`src/rtl/wb_sysinfo_pkg.sv`:
```
// Shared definitions for the wb_sysinfo register block: register offsets,
// access FSM states, capability field layout and the address-map decoder.
package wb_sysinfo_pkg;

  localparam logic [7:0] OFF_MAGIC      = 8'h00;
  localparam logic [7:0] OFF_VERSION    = 8'h04;
  localparam logic [7:0] OFF_BUILD_DATE = 8'h08;
  localparam logic [7:0] OFF_GIT_HASH   = 8'h0C;
  localparam logic [7:0] OFF_CAPABILITY = 8'h10;
  localparam logic [7:0] OFF_UPTIME_CYC = 8'h14;
  localparam logic [7:0] OFF_UPTIME_SEC = 8'h18;
  localparam logic [7:0] OFF_CONTROL    = 8'h1C;
  localparam logic [7:0] OFF_SCRATCH0   = 8'h20;

  localparam int unsigned MAX_SCRATCH = 8;

  localparam int unsigned CAP_NS_LSB  = 0;
  localparam int unsigned CAP_LAT_LSB = 4;
  localparam int unsigned CAP_FIELD_W = 4;

  typedef enum logic [1:0] {
    ST_IDLE = 2'd0,
    ST_WAIT = 2'd1,
    ST_RESP = 2'd2
  } state_t;

  // Everything below the scratch window is a fixed register; scratch words
  // exist only up to num_scratch. Misaligned offsets never decode.
  function automatic logic is_mapped(input logic [7:0] offset,
                                     input int unsigned num_scratch);
    logic [7:0] rel;
    if (offset[1:0] != 2'b00) return 1'b0;
    if (offset < OFF_SCRATCH0) return 1'b1;
    rel = offset - OFF_SCRATCH0;
    return 32'(rel[7:2]) < num_scratch;
  endfunction

endpackage

```
`src/rtl/wb_sysinfo_uptime.sv`:
```
// Free-running uptime: cycle counter plus a seconds counter driven by a
// CLK_HZ prescaler. A clear pulse zeroes all three and beats any increment.
module wb_sysinfo_uptime #(
  parameter int unsigned CLK_HZ = 100_000_000
) (
  input  logic        i_clk,
  input  logic        i_rst_n,
  input  logic        i_clr,
  output logic [31:0] o_cycles,
  output logic [31:0] o_sec
);

  localparam logic [31:0] PRESC_MAX = 32'(CLK_HZ - 1);

  logic [31:0] r_presc;
  logic [31:0] r_cycles;
  logic [31:0] r_sec;

  always_ff @(posedge i_clk) begin
    if (!i_rst_n || i_clr) begin
      r_presc  <= '0;
      r_cycles <= '0;
      r_sec    <= '0;
    end else begin
      r_cycles <= r_cycles + 32'd1;
      if (r_presc == PRESC_MAX) begin
        r_presc <= '0;
        r_sec   <= r_sec + 32'd1;
      end else begin
        r_presc <= r_presc + 32'd1;
      end
    end
  end

  assign o_cycles = r_cycles;
  assign o_sec    = r_sec;

endmodule

```
`src/rtl/wb_sysinfo.sv`:
```
// Wishbone classic slave exposing the system identity bank, uptime counters,
// a control register and byte-writable scratch words with a fixed ack latency.
module wb_sysinfo
  import wb_sysinfo_pkg::*;
#(
  parameter logic [31:0] BASE_ADDR   = 32'h0000_0100,
  parameter logic [31:0] MAGIC       = 32'hDEAD_BEEF,
  parameter logic [31:0] VERSION     = 32'h0001_0000,
  parameter logic [31:0] BUILD_DATE  = 32'h2024_0101,
  parameter logic [31:0] GIT_HASH    = 32'h0000_0000,
  parameter int unsigned NUM_SCRATCH = 4,
  parameter int unsigned ACK_LATENCY = 1,
  parameter int unsigned CLK_HZ      = 100_000_000
) (
  input  logic        i_clk,
  input  logic        i_rst_n,
  input  logic [31:0] wb_adr_i,
  input  logic [31:0] wb_dat_i,
  input  logic [3:0]  wb_sel_i,
  input  logic        wb_we_i,
  input  logic        wb_stb_i,
  input  logic        wb_cyc_i,
  output logic [31:0] wb_dat_o,
  output logic        wb_ack_o,
  output logic        wb_err_o
);

  localparam logic [3:0] LAT_M1 = 4'(ACK_LATENCY - 1);

  state_t      r_state;
  state_t      w_next_state;
  logic [3:0]  r_cnt;
  logic [3:0]  w_next_cnt;
  logic        w_enter_resp;

  logic [31:0] r_adr;
  logic [31:0] r_wdat;
  logic [3:0]  r_sel;
  logic        r_we;

  logic [31:0] r_scratch [NUM_SCRATCH];
  logic [31:0] r_dat_o;
  logic        r_ack;
  logic        r_err;

  logic        w_req;
  logic        w_in_idle;
  logic [31:0] w_acc_adr;
  logic [31:0] w_acc_dat;
  logic [3:0]  w_acc_sel;
  logic        w_acc_we;
  logic [7:0]  w_offset;
  logic        w_mapped;
  logic [31:0] w_rd_data;
  logic        w_clr;
  logic        w_scr_wr;
  logic [31:0] w_cycles;
  logic [31:0] w_sec;

  assign w_req     = wb_cyc_i & wb_stb_i;
  assign w_in_idle = (r_state == ST_IDLE);

  // With a one-cycle latency the response is decided on the sampling edge
  // itself, so the live bus is used there instead of the captured copy.
  assign w_acc_adr = w_in_idle ? wb_adr_i : r_adr;
  assign w_acc_dat = w_in_idle ? wb_dat_i : r_wdat;
  assign w_acc_sel = w_in_idle ? wb_sel_i : r_sel;
  assign w_acc_we  = w_in_idle ? wb_we_i  : r_we;

  assign w_offset = w_acc_adr[7:0];
  assign w_mapped = (w_acc_adr[31:8] == BASE_ADDR[31:8]) &&
                    is_mapped(w_offset, NUM_SCRATCH);

  assign w_clr    = w_enter_resp & w_mapped & w_acc_we &
                    (w_offset == OFF_CONTROL) & w_acc_sel[0] & w_acc_dat[0];
  assign w_scr_wr = w_enter_resp & w_mapped & w_acc_we;

  always_comb begin
    w_next_state = r_state;
    w_next_cnt   = r_cnt;
    w_enter_resp = 1'b0;
    case (r_state)
      ST_IDLE: begin
        if (w_req) begin
          if (LAT_M1 == 4'd0) begin
            w_next_state = ST_RESP;
            w_enter_resp = 1'b1;
          end else begin
            w_next_state = ST_WAIT;
            w_next_cnt   = LAT_M1;
          end
        end
      end
      ST_WAIT: begin
        if (!wb_cyc_i) begin
          w_next_state = ST_IDLE;
          w_next_cnt   = 4'd0;
        end else if (r_cnt == 4'd1) begin
          w_next_state = ST_RESP;
          w_next_cnt   = 4'd0;
          w_enter_resp = 1'b1;
        end else begin
          w_next_cnt = r_cnt - 4'd1;
        end
      end
      ST_RESP: w_next_state = ST_IDLE;
      default: w_next_state = ST_IDLE;
    endcase
  end

  always_ff @(posedge i_clk) begin
    if (!i_rst_n) begin
      r_state <= ST_IDLE;
      r_cnt   <= 4'd0;
    end else begin
      r_state <= w_next_state;
      r_cnt   <= w_next_cnt;
    end
  end

  always_comb begin
    w_rd_data = '0;
    if (w_mapped) begin
      case (w_offset)
        OFF_MAGIC:      w_rd_data = MAGIC;
        OFF_VERSION:    w_rd_data = VERSION;
        OFF_BUILD_DATE: w_rd_data = BUILD_DATE;
        OFF_GIT_HASH:   w_rd_data = GIT_HASH;
        OFF_CAPABILITY: begin
          w_rd_data[CAP_NS_LSB  +: CAP_FIELD_W] = 4'(NUM_SCRATCH);
          w_rd_data[CAP_LAT_LSB +: CAP_FIELD_W] = 4'(ACK_LATENCY);
        end
        OFF_UPTIME_CYC: w_rd_data = w_cycles;
        OFF_UPTIME_SEC: w_rd_data = w_sec;
        OFF_CONTROL:    w_rd_data = '0;
        default: begin
          for (int i = 0; i < NUM_SCRATCH; i++) begin
            if (w_offset == OFF_SCRATCH0 + 8'(4 * i)) w_rd_data = r_scratch[i];
          end
        end
      endcase
    end
  end

  // Request capture and the registered response; outputs are non-zero only
  // during the single RESP cycle.
  always_ff @(posedge i_clk) begin
    if (!i_rst_n) begin
      r_adr   <= '0;
      r_wdat  <= '0;
      r_sel   <= '0;
      r_we    <= 1'b0;
      r_ack   <= 1'b0;
      r_err   <= 1'b0;
      r_dat_o <= '0;
    end else begin
      if (w_in_idle && w_req) begin
        r_adr  <= wb_adr_i;
        r_wdat <= wb_dat_i;
        r_sel  <= wb_sel_i;
        r_we   <= wb_we_i;
      end
      r_ack   <= w_enter_resp & w_mapped;
      r_err   <= w_enter_resp & ~w_mapped;
      r_dat_o <= (w_enter_resp & w_mapped & ~w_acc_we) ? w_rd_data : '0;
    end
  end

  always_ff @(posedge i_clk) begin
    for (int i = 0; i < NUM_SCRATCH; i++) begin
      if (!i_rst_n) begin
        r_scratch[i] <= '0;
      end else if (w_scr_wr && (w_offset == OFF_SCRATCH0 + 8'(4 * i))) begin
        for (int b = 0; b < 4; b++) begin
          if (w_acc_sel[b]) r_scratch[i][8*b +: 8] <= w_acc_dat[8*b +: 8];
        end
      end
    end
  end

  wb_sysinfo_uptime #(
    .CLK_HZ (CLK_HZ)
  ) u_uptime (
    .i_clk    (i_clk),
    .i_rst_n  (i_rst_n),
    .i_clr    (w_clr),
    .o_cycles (w_cycles),
    .o_sec    (w_sec)
  );

  assign wb_dat_o = r_dat_o;
  assign wb_ack_o = r_ack;
  assign wb_err_o = r_err;

endmodule

```
`config.mk`:
```
export PLATFORM = sky130hd
export DESIGN_NAME = wb_sysinfo
export DESIGN_NICKNAME = d
export VERILOG_FILES = /design/src/rtl/wb_sysinfo_pkg.sv /design/src/rtl/wb_sysinfo_uptime.sv /design/src/rtl/wb_sysinfo.sv
export SDC_FILE = /design/constraint.sdc
export NUM_CORES = 1
export LEC_CHECK = 0
export BUFFER_PORTS_ARGS = -buffer_cell sky130_fd_sc_hd__clkbuf_2
export CAP_MARGIN = 20
export CELL_PAD_IN_SITES_DETAIL_PLACEMENT = 0
export CELL_PAD_IN_SITES_GLOBAL_PLACEMENT = 1
export CORE_UTILIZATION = 51
export DETAILED_ROUTE_END_ITERATION = 12
export PLACE_DENSITY = 0.95
export SLEW_MARGIN = 20
export SYNTH_ARGS = -nofsm -noshare
export SYNTH_HDL_FRONTEND = slang
export SYNTH_SLANG_ARGS = --single-unit
```
`constraint.sdc`:
```
create_clock -name i_clk -period 10.5 [get_ports i_clk]
set_clock_uncertainty 0.05 [all_clocks]
set_input_delay 2.1 -clock i_clk [delete_from_list [all_inputs] [get_ports i_clk]]
set_output_delay 2.1 -clock i_clk [all_outputs]
set_load 0.05 [all_outputs]
```
==> flow_summary.yaml <==
outcome:
  status: "finished, final reports clean"
synth:
  synth_top_area_cell: "dfxtp_1"
  yosysUniqueCellTypes: 65
  ys_async_sr_fraction_pct: 0
  synth_flop_cell: "dfxtp_1"
  syn-num-nets: 1630
  ys_seq_area_share_pct: 52.5
  syn_area_um2: 14900
  syn_inst: 1553
  synth.area.top_cells: "dfxtp_1 27%, edfxtp_1 26%, nand2_1 6.5%, nor2_1 3.9%, xnor2_1 3.3%"
  ys_seq_elements: 327
  synth-warning-count: 0
  synth_edf_count: 128
  postSynthAreaPerCell_um2: 9.60
  yosysTopAreaCellShare_pct: 26.7
worst_setup_path:
  crit_type: "in -> reg"
  worstPathMaxFanout: 17
  cp_data_required_time_ps: 10590
  arrival_ps: 5120
  setup.worst_path.end_class: "flop"
  max_stage_delay_ps: 1070
  startpoint_type: "input port"
  r2r_slack_ps: 6060
  crit_buf_inv: 1
  crit_path_cell_trace: "clkbuf_2 -> nor4_1 -> nand4_1 -> mux2i_1 -> nand3_2 -> o31ai_1"
  cp_slowest_cell: "o31ai_1"
  cp_top_family: "simple AND/OR/NAND/NOR gates"
drt:
  route.detailed.drc: 0
  drt_iter0_drc: 972
  wl_mm: 37.0
  wl_per_cell_um: 18.4
  vias: 12036
  dr.pass1.iters: 5
  final_antenna_net_count: 0
  viasPerCell: 5.99
power:
  p_leak_nw: 5.52
  fin_total_pwr_mw: 2.92
  powerDensity_nw_per_um2: 172
  irDropWorstVdd_mv: 0.117
floorplan:
  initial_core_util_pct: 52.0
  core_um2: 28700
  die-area_um2: 29900
  die_h_um: 173
  ioPinCount: 107
  row_count: 62
  die-width_um: 173
cts:
  cts_buffers: 36
  clock_path_buffers: 3
  post-cts-setup-buffers: 0
  root_buffer: "clkbuf_16"
  clkSlewWorstSetupHoldPaths_ps: 60
  ctsHoldBuffers: 0
  cts-resized-gates: 0
  cts_tree: "built"
  clock_latency_ps: 520
  cts_sinks: 327
  htreeDepth: 2
sta:
  slew_violations: 0
  max_slew.worst_pin.slew_ps: 1060
  rsz0062_at_grt: "false"
  tns_ps: 0
  setup_violations: 0
  finalHoldViolCount: 0
  fmax_mhz: 199
  slew_headroom_pct: 28.9
  finalCritPeriodShare_pct: 47.9
  min_period_ps: 5030
placement:
  io_buffers: 106
  hpwl_mm: 25.4
  gp_congestion: 0.856
global_route:
  first_global_vias: 11122
  grt_remaining_overflow: 0
  grt_max_degree: 97
  grt_first_pass_wirelength_mm: 59.4
  antenna_found_initial: 0
  grt_util_all_layers_pct: 24.5
worst_hold_path:
  hold_class: "reg -> reg"
cells_and_area:
  layout-drive-gt1-share_pct: 16.7
  nets: 1674
  synthToLayoutAreaGrowth_pct: 13.7
  diodes: 0
flow_run:
  maxCapViolCount: 0
## flip-flops by register name, summed over array words and instances, names as in the netlist
signal and count:
wb_dat_o 32, wb_ack_o 1, r_scratch 128, r_wdat 32
r_adr 32, wb_err_o 1, r_state 1, u_uptime.r_presc 32
r_sel 4, u_uptime.o_cycles 32, u_uptime.o_sec 32
## layout make-up
| cell class | count | area (um^2) |
|---|---|---|
| clock inverter | 23 | 364 |
| tap | 384 | 480 |
| multi-input combinational | 1092 | 6570 |
| fill | 2423 | 11700 |
| sequential | 327 | 7830 |
| clock buffer | 42 | 986 |
| inverter | 18 | 70.1 |
| timing repair buffer | 122 | 663 |
## where the power goes
part	leakage [nW]	internal, mW	total [mW]	switching, mW
Combinational	1.94	0.0488	0.139	0.0906
Sequential	2.93	1.35	1.36	0.0161
Clock	0.654	0.899	1.42	0.519
## worst paths after layout
kind                            depth (start not counted)         start          endpoint
worst min register to register                          2     r_wdat[3]         r_wdat[3]
worst min-delay path                                    2     r_wdat[3]         r_wdat[3]
worst max register to register                          6    r_state[1]  r_scratch[1][22]
worst max-delay path                                    6  wb_adr_i[12]  r_scratch[1][22]
## cells in the final DEF, fill, tap and decap left out, types with 4 or more instances in the layout
cell	instances
a211oi_1	34
a211oi_2	12
a21oi_1	93
a221oi_1	42
a22oi_1	19
a2bb2oi_1	17
and2_1	7
and3_1	8
and4_1	15
buf_4	15
bufinv_16	9
clkbuf_16	38
clkbuf_2	106
clkinv_2	5
dfxtp_1	198
edfxtp_1	128
ha_1	4
inv_1	17
mux2_2	33
mux2i_1	11
nand2_1	257
nand3_1	37
nand4_1	27
nor2_1	153
nor3_1	81
nor3_2	6
nor4_1	47
nor4b_1	7
o21ai_0	20
o31ai_2	14
or3_1	21
xnor2_1	56
xor2_1	19
## tightest hold or removal path, cell delays in order (launching register included)
cell and delay [ps]:
dfxtp_1 300, nand2_1 50, a21oi_1 50
## logic make-up (layout without fill, tap and decap cells)
family | count (synthesis) | after routing | synth area share (%)
xor+xnor | 75 | 75 | 4.40
buf+inv | 134 | 205 | 4.12
fa+ha+maj | 4 | 4 | 0.336
simple gates | 698 | 698 | 22.6
flops | 327 | 327 | 52.5
compound gates | 270 | 270 | 12.7
mux | 45 | 45 | 3.30
## through the flow
stage	utilization, %	setup WS [ps]	instances	instance area [um^2]	hold slack [ps]
4_1_cts	58.8	5480	2007	16900	403
3_5_place_dp	54.1	5010	1942	15500	394
2_1_floorplan	-	5880	1553	14900	381
5_1_grt	59.1	5310	2008	17000	422
3_3_place_gp	54.1	5130	1942	15500	388
6_report	59.1	5470	2008	17000	402
## routing by layer
metal	global-route usage, %	share of wire [%]
met1	34.1	43
met2	38.5	46
met3	3.36	7.1
met4	10.2	3.5
met5	0	0
## synth_stat cells (3+ instances only)
library cell,instances
xnor2_1,56
nor2_1,153
nor3b_1,3
nor3_1,83
and3_1,8
and4_1,16
nand3_1,37
nor3_2,5
dfxtp_1,199
ha_1,4
inv_1,18
nand4_1,27
buf_4,8
or2_2,3
mux2_2,33
a211oi_1,34
a221oi_1,42
nor4b_1,7
and2_1,7
nor4_1,47
a211oi_2,12
a2bb2oi_1,17
buf_2,34
a21oi_1,93
clkbuf_1,64
o21ai_0,20
buf_1,4
a22oi_1,19
buf_6,5
or4_1,3
nand3b_1,3
or3_1,21
mux2i_1,12
o31ai_1,16
edfxtp_1,128
nand2_1,257
xor2_1,19
Note: power is estimated with default switching activity, not from simulation.
